`src/rtl/adc_thermometer_to_binary_if.sv`:
```
// Sample stream and error-counter control bundle for the thermometer-to-binary decoder.
// The decoder sits on the slave side; the sample source and register block sit on the master side.
interface adc_thermometer_to_binary_if #(
    parameter int BIN_WIDTH    = 8,
    parameter int THERM_WIDTH  = 2**BIN_WIDTH,
    parameter int ERRCNT_WIDTH = 16
);
    logic                    in_valid;
    logic [THERM_WIDTH-1:0]  in_thermometer;
    logic                    err_clear;
    logic                    out_valid;
    logic [BIN_WIDTH-1:0]    out_binary;
    logic                    out_code_err;
    logic [ERRCNT_WIDTH-1:0] err_count;

    modport master (
        output in_valid, in_thermometer, err_clear,
        input  out_valid, out_binary, out_code_err, err_count
    );

    modport slave (
        input  in_valid, in_thermometer, err_clear,
        output out_valid, out_binary, out_code_err, err_count
    );
endinterface

```
`src/rtl/adc_thermometer_to_binary.sv`:
```
// Two-stage thermometer-to-binary decoder with 3-tap bubble correction,
// per-sample code-error flag and a saturating error counter.
module adc_thermometer_to_binary #(
    parameter int BIN_WIDTH    = 8,
    parameter int THERM_WIDTH  = 2**BIN_WIDTH,
    parameter int ERRCNT_WIDTH = 16
) (
    input  logic clk,
    input  logic rst,
    adc_thermometer_to_binary_if.slave bus
);
    // The level can reach THERM_WIDTH, one more than the largest binary output.
    localparam int                LVL_W   = $clog2(THERM_WIDTH + 1);
    localparam logic [LVL_W-1:0]  MAX_LVL = LVL_W'((2**BIN_WIDTH) - 1);

    logic                    r_s1_valid;
    logic [THERM_WIDTH-1:0]  r_s1_therm;
    logic                    r_out_valid;
    logic [BIN_WIDTH-1:0]    r_out_binary;
    logic                    r_out_code_err;
    logic [ERRCNT_WIDTH-1:0] r_err_count;

    logic [THERM_WIDTH+1:0]  w_ext;
    logic [THERM_WIDTH-1:0]  w_corr;
    logic                    w_code_err;
    logic [LVL_W-1:0]        w_level;
    logic [LVL_W-1:0]        w_sat;

    // NOTE: clocked state uses non-blocking assignments so every register samples pre-edge values.
    always_ff @(posedge clk) begin
        if (rst) begin
            r_s1_valid <= 1'b0;
            r_s1_therm <= '0;
        end else begin
            r_s1_valid <= bus.in_valid;
            if (bus.in_valid) begin
                r_s1_therm <= bus.in_thermometer;
            end
        end
    end

    // Boundary taps: below bit 0 reads as filled, above the top bit as empty.
    assign w_ext      = {1'b0, r_s1_therm, 1'b1};
    assign w_code_err = |(w_ext[THERM_WIDTH+1:1] & ~w_ext[THERM_WIDTH:0]);

    // NOTE: combinational outputs get a default first so no path can infer a latch.
    always_comb begin
        w_corr  = '0;
        w_level = '0;
        for (int i = 0; i < THERM_WIDTH; i++) begin
            w_corr[i] = (w_ext[i] & w_ext[i+1]) | (w_ext[i] & w_ext[i+2]) | (w_ext[i+1] & w_ext[i+2]);
            w_level   = w_level + LVL_W'(w_corr[i]);
        end
    end

    assign w_sat = (w_level > MAX_LVL) ? MAX_LVL : w_level;

    always_ff @(posedge clk) begin
        if (rst) begin
            r_out_valid    <= 1'b0;
            r_out_binary   <= '0;
            r_out_code_err <= 1'b0;
            r_err_count    <= '0;
        end else begin
            r_out_valid <= r_s1_valid;
            if (r_s1_valid) begin
                r_out_binary   <= BIN_WIDTH'(w_sat);
                r_out_code_err <= w_code_err;
            end
            if (bus.err_clear) begin
                r_err_count <= '0;
            end else if (r_out_valid && r_out_code_err && !(&r_err_count)) begin
                r_err_count <= r_err_count + ERRCNT_WIDTH'(1);
            end
        end
    end

    assign bus.out_valid    = r_out_valid;
    assign bus.out_binary   = r_out_binary;
    assign bus.out_code_err = r_out_code_err;
    assign bus.err_count    = r_err_count;
endmodule

```
`src/flat_wrapper.sv`:
```
// flat-port wrapper written by rule: the top's interface ports become plain ports
module adc_thermometer_to_binary_flat 
#(
    parameter int BIN_WIDTH    = 8,
    parameter int THERM_WIDTH  = 2**BIN_WIDTH,
    parameter int ERRCNT_WIDTH = 16
)
  (clk, rst, bus_in_valid, bus_in_thermometer, bus_err_clear, bus_out_valid, bus_out_binary, bus_out_code_err, bus_err_count);
  adc_thermometer_to_binary_if #(.BIN_WIDTH(BIN_WIDTH), .THERM_WIDTH(THERM_WIDTH), .ERRCNT_WIDTH(ERRCNT_WIDTH)) bus_i ();
  input  logic clk;
  input  logic rst;
  input wire logic [$bits(bus_i.in_valid)-1:0] bus_in_valid;
  input wire logic [$bits(bus_i.in_thermometer)-1:0] bus_in_thermometer;
  input wire logic [$bits(bus_i.err_clear)-1:0] bus_err_clear;
  output wire logic [$bits(bus_i.out_valid)-1:0] bus_out_valid;
  output wire logic [$bits(bus_i.out_binary)-1:0] bus_out_binary;
  output wire logic [$bits(bus_i.out_code_err)-1:0] bus_out_code_err;
  output wire logic [$bits(bus_i.err_count)-1:0] bus_err_count;
  assign bus_i.in_valid = bus_in_valid;
  assign bus_i.in_thermometer = bus_in_thermometer;
  assign bus_i.err_clear = bus_err_clear;
  assign bus_out_valid = bus_i.out_valid;
  assign bus_out_binary = bus_i.out_binary;
  assign bus_out_code_err = bus_i.out_code_err;
  assign bus_err_count = bus_i.err_count;
  adc_thermometer_to_binary #(.BIN_WIDTH(BIN_WIDTH), .THERM_WIDTH(THERM_WIDTH), .ERRCNT_WIDTH(ERRCNT_WIDTH)) u_core (.clk(clk), .rst(rst), .bus(bus_i));
endmodule
```
`config.mk`:
```
export PLATFORM = sky130hd
export DESIGN_NAME = adc_thermometer_to_binary_flat
export DESIGN_NICKNAME = d
export VERILOG_FILES = /design/src/rtl/adc_thermometer_to_binary_if.sv /design/src/rtl/adc_thermometer_to_binary.sv /design/src/flat_wrapper.sv
export SDC_FILE = /design/constraint.sdc
export NUM_CORES = 1
export LEC_CHECK = 0
export ABC_AREA = 1
export BUFFER_PORTS_ARGS = -buffer_cell sky130_fd_sc_hd__buf_2
export CAP_MARGIN = 20
export CORE_UTILIZATION = 45
export DETAILED_ROUTE_END_ITERATION = 12
export GPL_ROUTABILITY_DRIVEN = 1
export PLACE_DENSITY_LB_ADDON = 0.25
export SYNTH_ARGS = -nofsm -noshare
export SYNTH_HDL_FRONTEND = slang
export SYNTH_SLANG_ARGS = --single-unit
```
`constraint.sdc`:
```
create_clock -name clk -period 7.5 [get_ports clk]
set_clock_uncertainty 0.1 [all_clocks]
set_input_delay 0.375 -clock clk [delete_from_list [all_inputs] [get_ports clk]]
set_output_delay 0.375 -clock clk [all_outputs]
set_load 0.005 [all_outputs]
```
### After elaboration in Yosys (flattened, before gate mapping)

Index checks and enable logic that the tools add are counted.

| operators by class | value |
|---|---|
| add/subtract/negate cells | 256 |
| multiply operators | 0 |
| div/mod/pow operators | 0 |
| $lt $le $gt $ge | 1 |
| equality and inequality tests | 0 |
| shift-type cells | 0 |
| mux-type cells | 1 |
| bitwise logic cells | 1021 |
| reductions and logical operators | 6 |

Operator list:

| kind | number |
|---|---|
| 9-bit by 1-bit adder with 9-bit output | 254 |
| 1-bit bitwise OR | 510 |
| 1-bit AND | 509 |
| 256-bit by 257-bit AND with 257-bit output | 1 |
| 257-bit inverter | 1 |
| 257-bit OR reduction | 1 |
| 16-bit by 1-bit adder with 16-bit output (second input constant) | 1 |
| 16-bit AND reduction | 1 |
| 9-bit by 8-bit > comparator with 1-bit output (second input constant) | 1 |
| 8-bit two-way mux | 1 |
| 1-bit by 1-bit adder with 2-bit output | 1 |
| 1-bit logical AND | 2 |
| 2-bit OR reduction | 1 |
| 1-bit zero test | 1 |

| storage, ports and cells | value |
|---|---|
| bits in registers | 283 |
| bits in latches | 0 |
| memory bits (writable) | 0 |
| ROM bits | 0 |
| bits of input ports | 260 |
| memories | 0 |

### Logic depth before layout (Yosys ltp)

Gate-level depths: netlist (run 1).

| depth | value |
|---|---|
| depth after elaboration | 260 |
| mapped depth | 34 |
| mapped depth without buffers | 34 |

### Worst setup path before layout (run 1)

Ideal clock, no wire load.

| timing path | value |
|---|---|
| path kind | register -> register |
| start | register u_core.r_s1_therm[193] |
| end | register u_core.r_out_binary[5], in the netlist u_core.bus.out_binary[5] |
| setup time | 64 ps |
| arrival time | 7999 ps |
| required time | 7336 ps |
| setup slack | -663 ps |
| stages on the path, launching flop included | 29 |
| path buffers | 0 |
| cells stage by stage | dfxtp_1 -> or2_2 -> o21ai_0 -> fa_1 -> fa_1 -> inv_1 -> fa_1 -> inv_1 -> fa_1 -> fa_1 -> inv_1 -> fa_1 -> inv_1 -> fa_1 -> fa_1 -> inv_1 -> fa_1 -> inv_1 -> fa_1 -> fa_1 -> fa_1 -> fa_1 -> o21ai_2 -> nand2_1 -> nand3_1 -> nand3_2 -> nand2_1 -> nor2_1 -> nor2_1 |

| on the way | value |
|---|---|
| longest elaborated chain between the ends | 69 |
| elaborated cells between the ends (all ways) | 76 |
| those cells by class | 64 x add/sub; 1 x order compare; 1 x mux; 10 x bitwise |

Ends and longest elaborated chain:

| what | line | RTL |
|---|---|---|
| from (decl) | adc_thermometer_to_binary.sv:17 | `logic [THERM_WIDTH-1:0] r_s1_therm;` |
| from (signal assigned) | adc_thermometer_to_binary.sv:37 | `r_s1_therm <= bus.in_thermometer;` |
| 1-bit AND | adc_thermometer_to_binary.sv:51 | `w_corr[i] = (w_ext[i] & w_ext[i+1]) \| (w_ext[i] & w_ext[i+2]) \| (w_ext[i+1] & w_ext[i+2]);` |
| 1-bit bitwise OR (2 in series) | adc_thermometer_to_binary.sv:51 |  |
| 9-bit by 1-bit adder with 9-bit output (2 in series) | adc_thermometer_to_binary.sv:52 | `w_level = w_level + LVL_W'(w_corr[i]);` |
| 9-bit by 1-bit adder with 9-bit output * (62 in series) | adc_thermometer_to_binary.sv:52 |  |
| 9-bit by 8-bit > comparator with 1-bit output | adc_thermometer_to_binary.sv:56 | `assign w_sat = (w_level > MAX_LVL) ? MAX_LVL : w_level;` |
| 8-bit two-way mux * | adc_thermometer_to_binary.sv:56 |  |
| to (signal assigned) | adc_thermometer_to_binary.sv:67 | `r_out_binary <= BIN_WIDTH'(w_sat);` |
| to (decl) | adc_thermometer_to_binary.sv:19 | `logic [BIN_WIDTH-1:0] r_out_binary;` |

Mark *: on every way between the ends. The rest lies on a longest branch, timed or not.
A chain may end at the register's enable or synchronous reset.

### Worst setup path after layout (run 1)

| timing path | value |
|---|---|
| start | register u_core.r_s1_therm[1] |
| end | register u_core.r_out_binary[5], in the netlist u_core.bus.out_binary[5] |

| on the way | value |
|---|---|
| longest elaborated chain between the ends | 260 |
| elaborated cells between the ends (all ways) | 266 |
| those cells by class | 255 x add/sub; 1 x order compare; 1 x mux; 9 x bitwise |

Ends and longest elaborated chain:

| what | line |
|---|---|
| 1-bit AND | adc_thermometer_to_binary.sv:51 |
| 1-bit bitwise OR (2 in series) | adc_thermometer_to_binary.sv:51 |
| 1-bit by 1-bit adder with 2-bit output | adc_thermometer_to_binary.sv:52 |
| 9-bit by 1-bit adder with 9-bit output * (254 in series) | adc_thermometer_to_binary.sv:52 |
| 9-bit by 8-bit > comparator with 1-bit output | adc_thermometer_to_binary.sv:56 |
| 8-bit two-way mux * | adc_thermometer_to_binary.sv:56 |

Marked as above.

==> summary.txt, run 1 <==
Status
  – Status: finished, violations left
  – Violated checks: negative setup slack

Critical path
  – Cell family with most CP delay: adder cells
  – Worst path slowest cell: fa_1
  – Setup CP Type: flop to flop
  – WP data arrival: ~8.5 ns
  – Worst reg2reg startpoint: u_core.r_s1_therm[1]
  – R2R Setup Slk: -0.61 ns
  – Buf/Inv on CP: 3
  – Max stage delay on crit path: about 0.58 ns
  – RR Endpoint: u_core.bus.out_binary[5]
  – Worst Path Max Fanout: 6
  – Crit end category: flop
  – Worst R2R Path Depth: 26
  – Required time worst endpoint: 7.90 ns
  – Most Frequent Cell on Critical Path: fa_1
  – Worst setup SP type: flop

Floorplan
  – IO Count: about 290
  – Initial Util: between 40 and 50%
  – Cell Rows: about 80
  – Die Y-Extent: roughly 220 um
  – Core Area: around 0.045 sq mm
  – Die width: ~220 um
  – Full die area: between 0.04 and 0.05 sq mm

Global route
  – First-pass GRT wire length: roughly 120,000 um
  – GRT Util Overall: around a third
  – Grt ovf: 0
  – Vias in the first global route: between 20,000 and 25,000
  – Largest net degree at the start of global routing: approximately 120
  – Initial antenna violation count: 0

Layout
  – Most common cell after layout, fill and taps aside: nor2_1
  – Share of cells above drive strength 1: between 20 and 30%
  – Storage cell area: between 0.005 and 0.006 sq mm
  – Commonest cells after routing, fill and taps aside: nor2_1, nand2_1, o21ai_0, buf_4, inv_1
  – Inserted Diodes: 0
  – Final #Nets: between 4,000 and 5,000
  – Final instance area: 0.0294 sq mm
  – Area of the multi-input gates: ~0.014 sq mm
  – Synthesis-to-finish area growth: 41.2%
  – Number of fill cells: approximately 4,000

Clock tree
  – Root buffer cell: clkbuf_16
  – CTS sink count: 283
  – Clock Pin Slew Worst Setup and Hold Paths: 0.06 ns
  – H-tree depth: 2
  – Clock buffer depth: 3
  – TritonCTS clock tree: yes
  – CTS Buf Count: 34
  – Worst skew pair latency: 0.56 ns

Synth
  – Syn_nets: approximately 3,400
  – Register area share after synthesis: 27.2%
  – Mapped Area: ~0.021 sq mm
  – Yosys cell types: 33
  – Post-Syn Area per Cell: ~7.3 sq um
  – Cells after Synth: approximately 2,900
  – Register bit count reported by yosys: 283
  – Synth warn: 0

Timing
  – Period utilisation layout: 108%
  – Slew Viols, Final: 0
  – Final Hold Fails: 0
  – F_max: approximately 120 MHz
  – Final setup viols: 8
  – Final worst-path setup slack: -0.614 ns
  – Slew margin rel.: between 20 and 30%
  – RSZ-0062 raised after global routing: true
  – Slew at the pin with the worst max-slew slack: roughly 1.1 ns
  – Fin crit period: about 8.1 ns

Route
  – Avg WL per Cell: approximately 17 um
  – Routed via count: between 20,000 and 25,000
  – DR pass1 iterations: 6
  – Initial DRC Count: 1,416
  – Vias per cell: 5.03
  – Remaining DRCs: 0
  – Antenna viol nets, final: 0
  – Routed wire length: 74,700 um

Min path
  – Hold Crit Start: bus_in_thermometer[11]
  – Hold Path Class: primary input to flop
  – Worst Hold Path EP: u_core.r_s1_therm[11]
  – Hold depth: 3

Placed design
  – Gpl congestion: slightly below 1
  – Number of I/O port buffers: approximately 290
  – Area of placed instances: roughly 0.026 sq mm
  – DP HPWL: around 58,000 um

Run
  – MaxCap Viol Count: 0
[state kept, by name, indices dropped and copies added, names as in the netlist]
name                     count
u_core.bus.out_valid         1
u_core.bus.out_code_err      1
u_core.bus.out_binary        8
u_core.r_s1_therm          256
u_core.r_s1_valid            1
u_core.bus.err_count        16
[through the flow]
step,utilization [%],TNS (ns),std cells,setup WS (ns),hold WS (ns)
CTS,64.3,-4.61,4324,-0.607,0.000693
detailed placement,56.6,-5.10,4044,-0.681,0.385
global placement,56.6,-4.81,4044,-0.628,0.383
finish,64.6,-4.74,4329,-0.614,0.0185
floorplan,-,-1.31,2852,-0.184,0.347
global route,64.6,-6.70,4329,-0.867,0.0150
[what timing repair did]
| action | CTS | global route |
|---|---|---|
| pin swaps | 21 | 15 |
| gates resized for setup | 64 | 63 |
| endpoints found under the setup margin | 8 | 8 |
| cloned | 0 | 0 |
| hold buffers | 215 | 0 |
| buffers inserted | 4 | 5 |
| endpoints found under the hold margin | 215 | 0 |
[Yosys cell counts, drive strengths merged]
cell type | number | share of area (%)
a21oi | 71 | 1.7
fa | 242 | 23
buf | 41 | 1.1
nor3 | 6 | 0.19
nor4 | 1 | 0.060
nand3 | 113 | 2.8
clkbuf | 48 | 0.87
clkinv | 1 | 0.018
ha | 41 | 2.5
xor2 | 1 | 0.042
nor2 | 587 | 11
inv | 348 | 6.3
nand2 | 518 | 9.3
a21o | 1 | 0.036
a211oi | 1 | 0.060
nor3b | 1 | 0.060
o211ai | 3 | 0.11
nand4 | 3 | 0.090
dfxtp | 283 | 27
o21ai | 473 | 11
or2 | 27 | 0.81
xnor2 | 4 | 0.17
a31oi | 3 | 0.090
o21bai | 35 | 1.3
[cell type report]
cell class,instances,share of cell area [%]
Sequential cell,283,19.7
Clock buffer,51,3.70
Inverter,349,4.49
Tap cell,600,2.55
Multi-Input combinational cell,2131,46.5
Clock inverter,10,0.455
Timing Repair Buffer,905,22.6
[worst max path at each step]
stage	from	end	slack (ns)	cells after the start
6_report	u_core.r_s1_therm[1]	u_core.bus.out_binary[5]	-0.61	26
5_1_grt	u_core.r_s1_therm[236]	u_core.bus.out_binary[5]	-0.87	27
4_1_cts	u_core.r_s1_therm[143]	u_core.bus.out_binary[5]	-0.61	26
3_5_place_dp	u_core.r_s1_therm[43]	u_core.bus.out_binary[6]	-0.68	25
3_3_place_gp	u_core.r_s1_therm[45]	u_core.bus.out_binary[5]	-0.63	26
2_1_floorplan	u_core.r_s1_therm[221]	u_core.bus.out_binary[5]	-0.18	28
[routing by layer]
metal  wire [um]  global-route usage [%]  vias up
met5           0                       0        -
met4        3050                    12.3        0
met3        4270                    4.82      145
met2       35900                    55.5      666
met1       31400                    40.7    10300
li1            -                       -    10700
[kinds of logic after synthesis]
kind of cell	synth area share, %
adder cells (fa/ha/maj)	25.7
flip-flops	27.2
XOR/XNOR	0.210
AO/OA/AOI/OAI	14.6
AND/OR/NAND/NOR	24.0
buffers and inverters	8.21
[worst reg2reg max path, delay by kind of cell (launching register included)]
kind            cells  cell delay [ns]
compound gates      3             0.37
fa+ha+maj          14             6.55
buf+inv             3             0.17
flops               1             0.33
simple gates        6             0.54
Power of run 1 is not shown: default switching activity piles up to over one toggle a cycle in this logic, so the estimate is an artifact.
==> run 2: changes to the inputs <==
CORE_MARGIN = 2   (was unset)
REMOVE_ABC_BUFFERS = 1   (was unset)
SKIP_LAST_GASP = 1   (was unset)
==> run 2 against run 1 <==
  * Global-route usage shrank 0.82 points
  * Critical path type unchanged
  * Die area grew 1.9%
  * Critical path depth grew 1
  * Highest routed layer unchanged
  * Wire length grew 0.22%
  * Register-to-register slack lost 0.13 ns
  * Flip-flop and latch count is the same
  * First-iteration DRC count grew 20%
  * The run still ends with negative setup slack left
==> summary.txt, run 2 (synthesis gave the netlist of run 1 again) <==
Status
  – Status: finished, violations left (unchanged)
  – Violated checks: negative setup slack (unchanged)

Route
  – Routed wire length: 74,800 um (was 74,700 um)
  – DR pass1 iterations: 6 (unchanged)
  – Vias per cell: 5.06 (was 5.03)
  – Avg WL per Cell: 17.2 um (was 17.3 um)
  – Initial DRC Count: 1,699 (was 1,416)
  – Antenna viol nets, final: 0 (unchanged)
  – Remaining DRCs: 0 (unchanged)
  – Routed via count: 22,000 (was 21,800)

Layout
  – Synthesis-to-finish area growth: 41.6% (was 41.2%)
  – Most common cell after layout, fill and taps aside: nor2_1 (unchanged)
  – Final instance area: 0.0295 sq mm (was 0.0294 sq mm)
  – Number of fill cells: 3,927 (was 3,986)
  – Largest register FFs: 256 (unchanged)
  – Fin util: 64.8% (was 64.6%)
  – Storage cell area: 0.00581 sq mm (was 0.00580 sq mm)
  – Commonest cells after routing, fill and taps aside: nor2_1, nand2_1, o21ai_0, buf_4, inv_1 (unchanged)
  – Largest reg by FF count: u_core.r_s1_therm (unchanged)
  – Share of cells above drive strength 1: 25.6% (was 25.1%)
  – Final #Nets: 4,260 (was 4,247)
  – Inserted Diodes: 0 (unchanged)
  – Area of the multi-input gates: 0.0137 sq mm (about the same)

Timing
  – Fin crit period: 8.24 ns (was 8.11 ns)
  – Slew margin rel.: 21.9% (was 25.7%)
  – Final setup viols: 8 (unchanged)
  – RSZ-0062 raised after global routing: true (unchanged)
  – Setup tns final: -5.66 ns (was -4.74 ns)
  – F_max: 121 MHz (was 123 MHz)
  – Slew at the pin with the worst max-slew slack: 1.16 ns (was 1.10 ns)
  – Final worst-path setup slack: -0.740 ns (was -0.614 ns)
  – Final Hold Fails: 0 (unchanged)
  – Period utilisation layout: 110% (was 108%)
  – Slew Viols, Final: 0 (unchanged)

Floorplan
  – Die Y-Extent: 219 um (was 217 um)
  – Cell Rows: 78 (unchanged)
  – Core Area: 0.0455 sq mm (unchanged)
  – Die width: 219 um (was 217 um)
  – IO Count: 286 (unchanged)
  – Initial Util: 45.8% (unchanged)
  – Full die area: 0.0480 sq mm (was 0.0471 sq mm)

Clock tree
  – H-tree depth: 2 (unchanged)
  – CTS sink count: 283 (unchanged)
  – TritonCTS clock tree: yes (unchanged)
  – CTS Buf Count: 34 (unchanged)
  – Clock buffer depth: 3 (unchanged)
  – Root buffer cell: clkbuf_16 (unchanged)
  – Worst skew pair latency: 0.56 ns (about the same)
  – Clock Pin Slew Worst Setup and Hold Paths: 0.06 ns (about the same)

Placed design
  – Gpl congestion: 0.943 (was 0.966)
  – DP HPWL: 57,000 um (was 58,000 um)
  – Area of placed instances: 0.0258 sq mm (was 0.0257 sq mm)
  – Number of I/O port buffers: 285 (unchanged)

Global route
  – First-pass GRT wire length: 115,000 um (was 116,000 um)
  – Grt met2 use: 52.8% (was 55.5%)
  – Vias in the first global route: 21,600 (was 21,900)
  – Met3 usage: 5.36% (was 4.82%)
  – Largest net degree at the start of global routing: 163 (was 117)
  – GRT Util Overall: 31.4% (was 32.2%)
  – Initial antenna violation count: 0 (unchanged)
  – Busiest grt layer: met2 (unchanged)
  – M1 GR Usage: 40.8% (was 40.7%)
  – Grt ovf: 0 (unchanged)

Critical path
  – WP data arrival: 8.62 ns (was 8.51 ns)
  – Crit end category: flop (unchanged)
  – Worst setup SP type: flop (unchanged)
  – Setup CP Type: flop to flop (unchanged)
  – Worst Path Max Fanout: 6 (unchanged)
  – Required time worst endpoint: 7.88 ns (was 7.90 ns)

Run
  – MaxCap Viol Count: 0 (unchanged)

Min path
  – Hold Path Class: primary input to flop (unchanged)
-- run 2: path summary, 6_finish.rpt --
check | startpoint | end | slack [ns] | cells after the start
max | u_core.r_s1_therm[154] | u_core.bus.out_binary[6] | -0.74 | 27
min | bus_in_thermometer[108] | u_core.r_s1_therm[108] | 0.02 | 3
max reg2reg | u_core.r_s1_therm[154] | u_core.bus.out_binary[6] | -0.74 | 27
min reg2reg | u_core.bus.err_count[14] | u_core.bus.err_count[14] | 0.41 | 2
-- run 2: stage by stage --
stage / worst slack (ns) / hold slack (ns) / std cells
after floorplan: -0.670 / 0.347 / 2763
after global placement: -0.982 / 0.388 / 4063
after detailed placement: -1.12 / 0.400 / 4063
after CTS: -0.741 / 0.000966 / 4336
after global routing: -0.984 / 0.00289 / 4339
final: -0.740 / 0.0163 / 4339
-- run 2: layer usage --
layer	vias up	share of wire, %
li1	10700	-
met4	0	3.6
met3	140	7.0
met1	10400	42
met2	736	47
met5	-	0
-- run 2: area by class of cell --
class,count,area share [%]
multi-input cells,2131,46.4
repair buffers,918,22.8
flip-flops and latches,283,19.7
inverters,349,4.48
clock buffers,46,3.35
well taps,600,2.55
clock inverters,12,0.755
-- run 2: worst max-delay path, stage by stage (launching register included) --
cell and delay [ns]:
dfxtp_2 0.35, nand2_2 0.09, nand3_2 0.07, fa_1 0.55
inv_1 0.06, fa_1 0.51, fa_1 0.58, inv_2 0.05
fa_1 0.56, inv_2 0.06, fa_1 0.52, fa_1 0.51
inv_2 0.06, fa_1 0.49, fa_1 0.52, fa_1 0.60
inv_2 0.05, fa_1 0.56, fa_1 0.45, fa_2 0.40
fa_2 0.36, o21ai_2 0.14, nand2_1 0.08, nand3_2 0.10
nand3_4 0.11, nand2_4 0.09, a21oi_1 0.04, nor2_1 0.10
-- run 2: timing repair --
action | in CTS | in global routing
setup buffers | 7 | 4
endpoints found under the hold margin | 208 | 0
pin swaps | 31 | 38
hold buffers | 208 | 0
setup endpoints to repair | 8 | 8
resized for setup | 85 | 114
Power of run 2 is left out for the same reason.
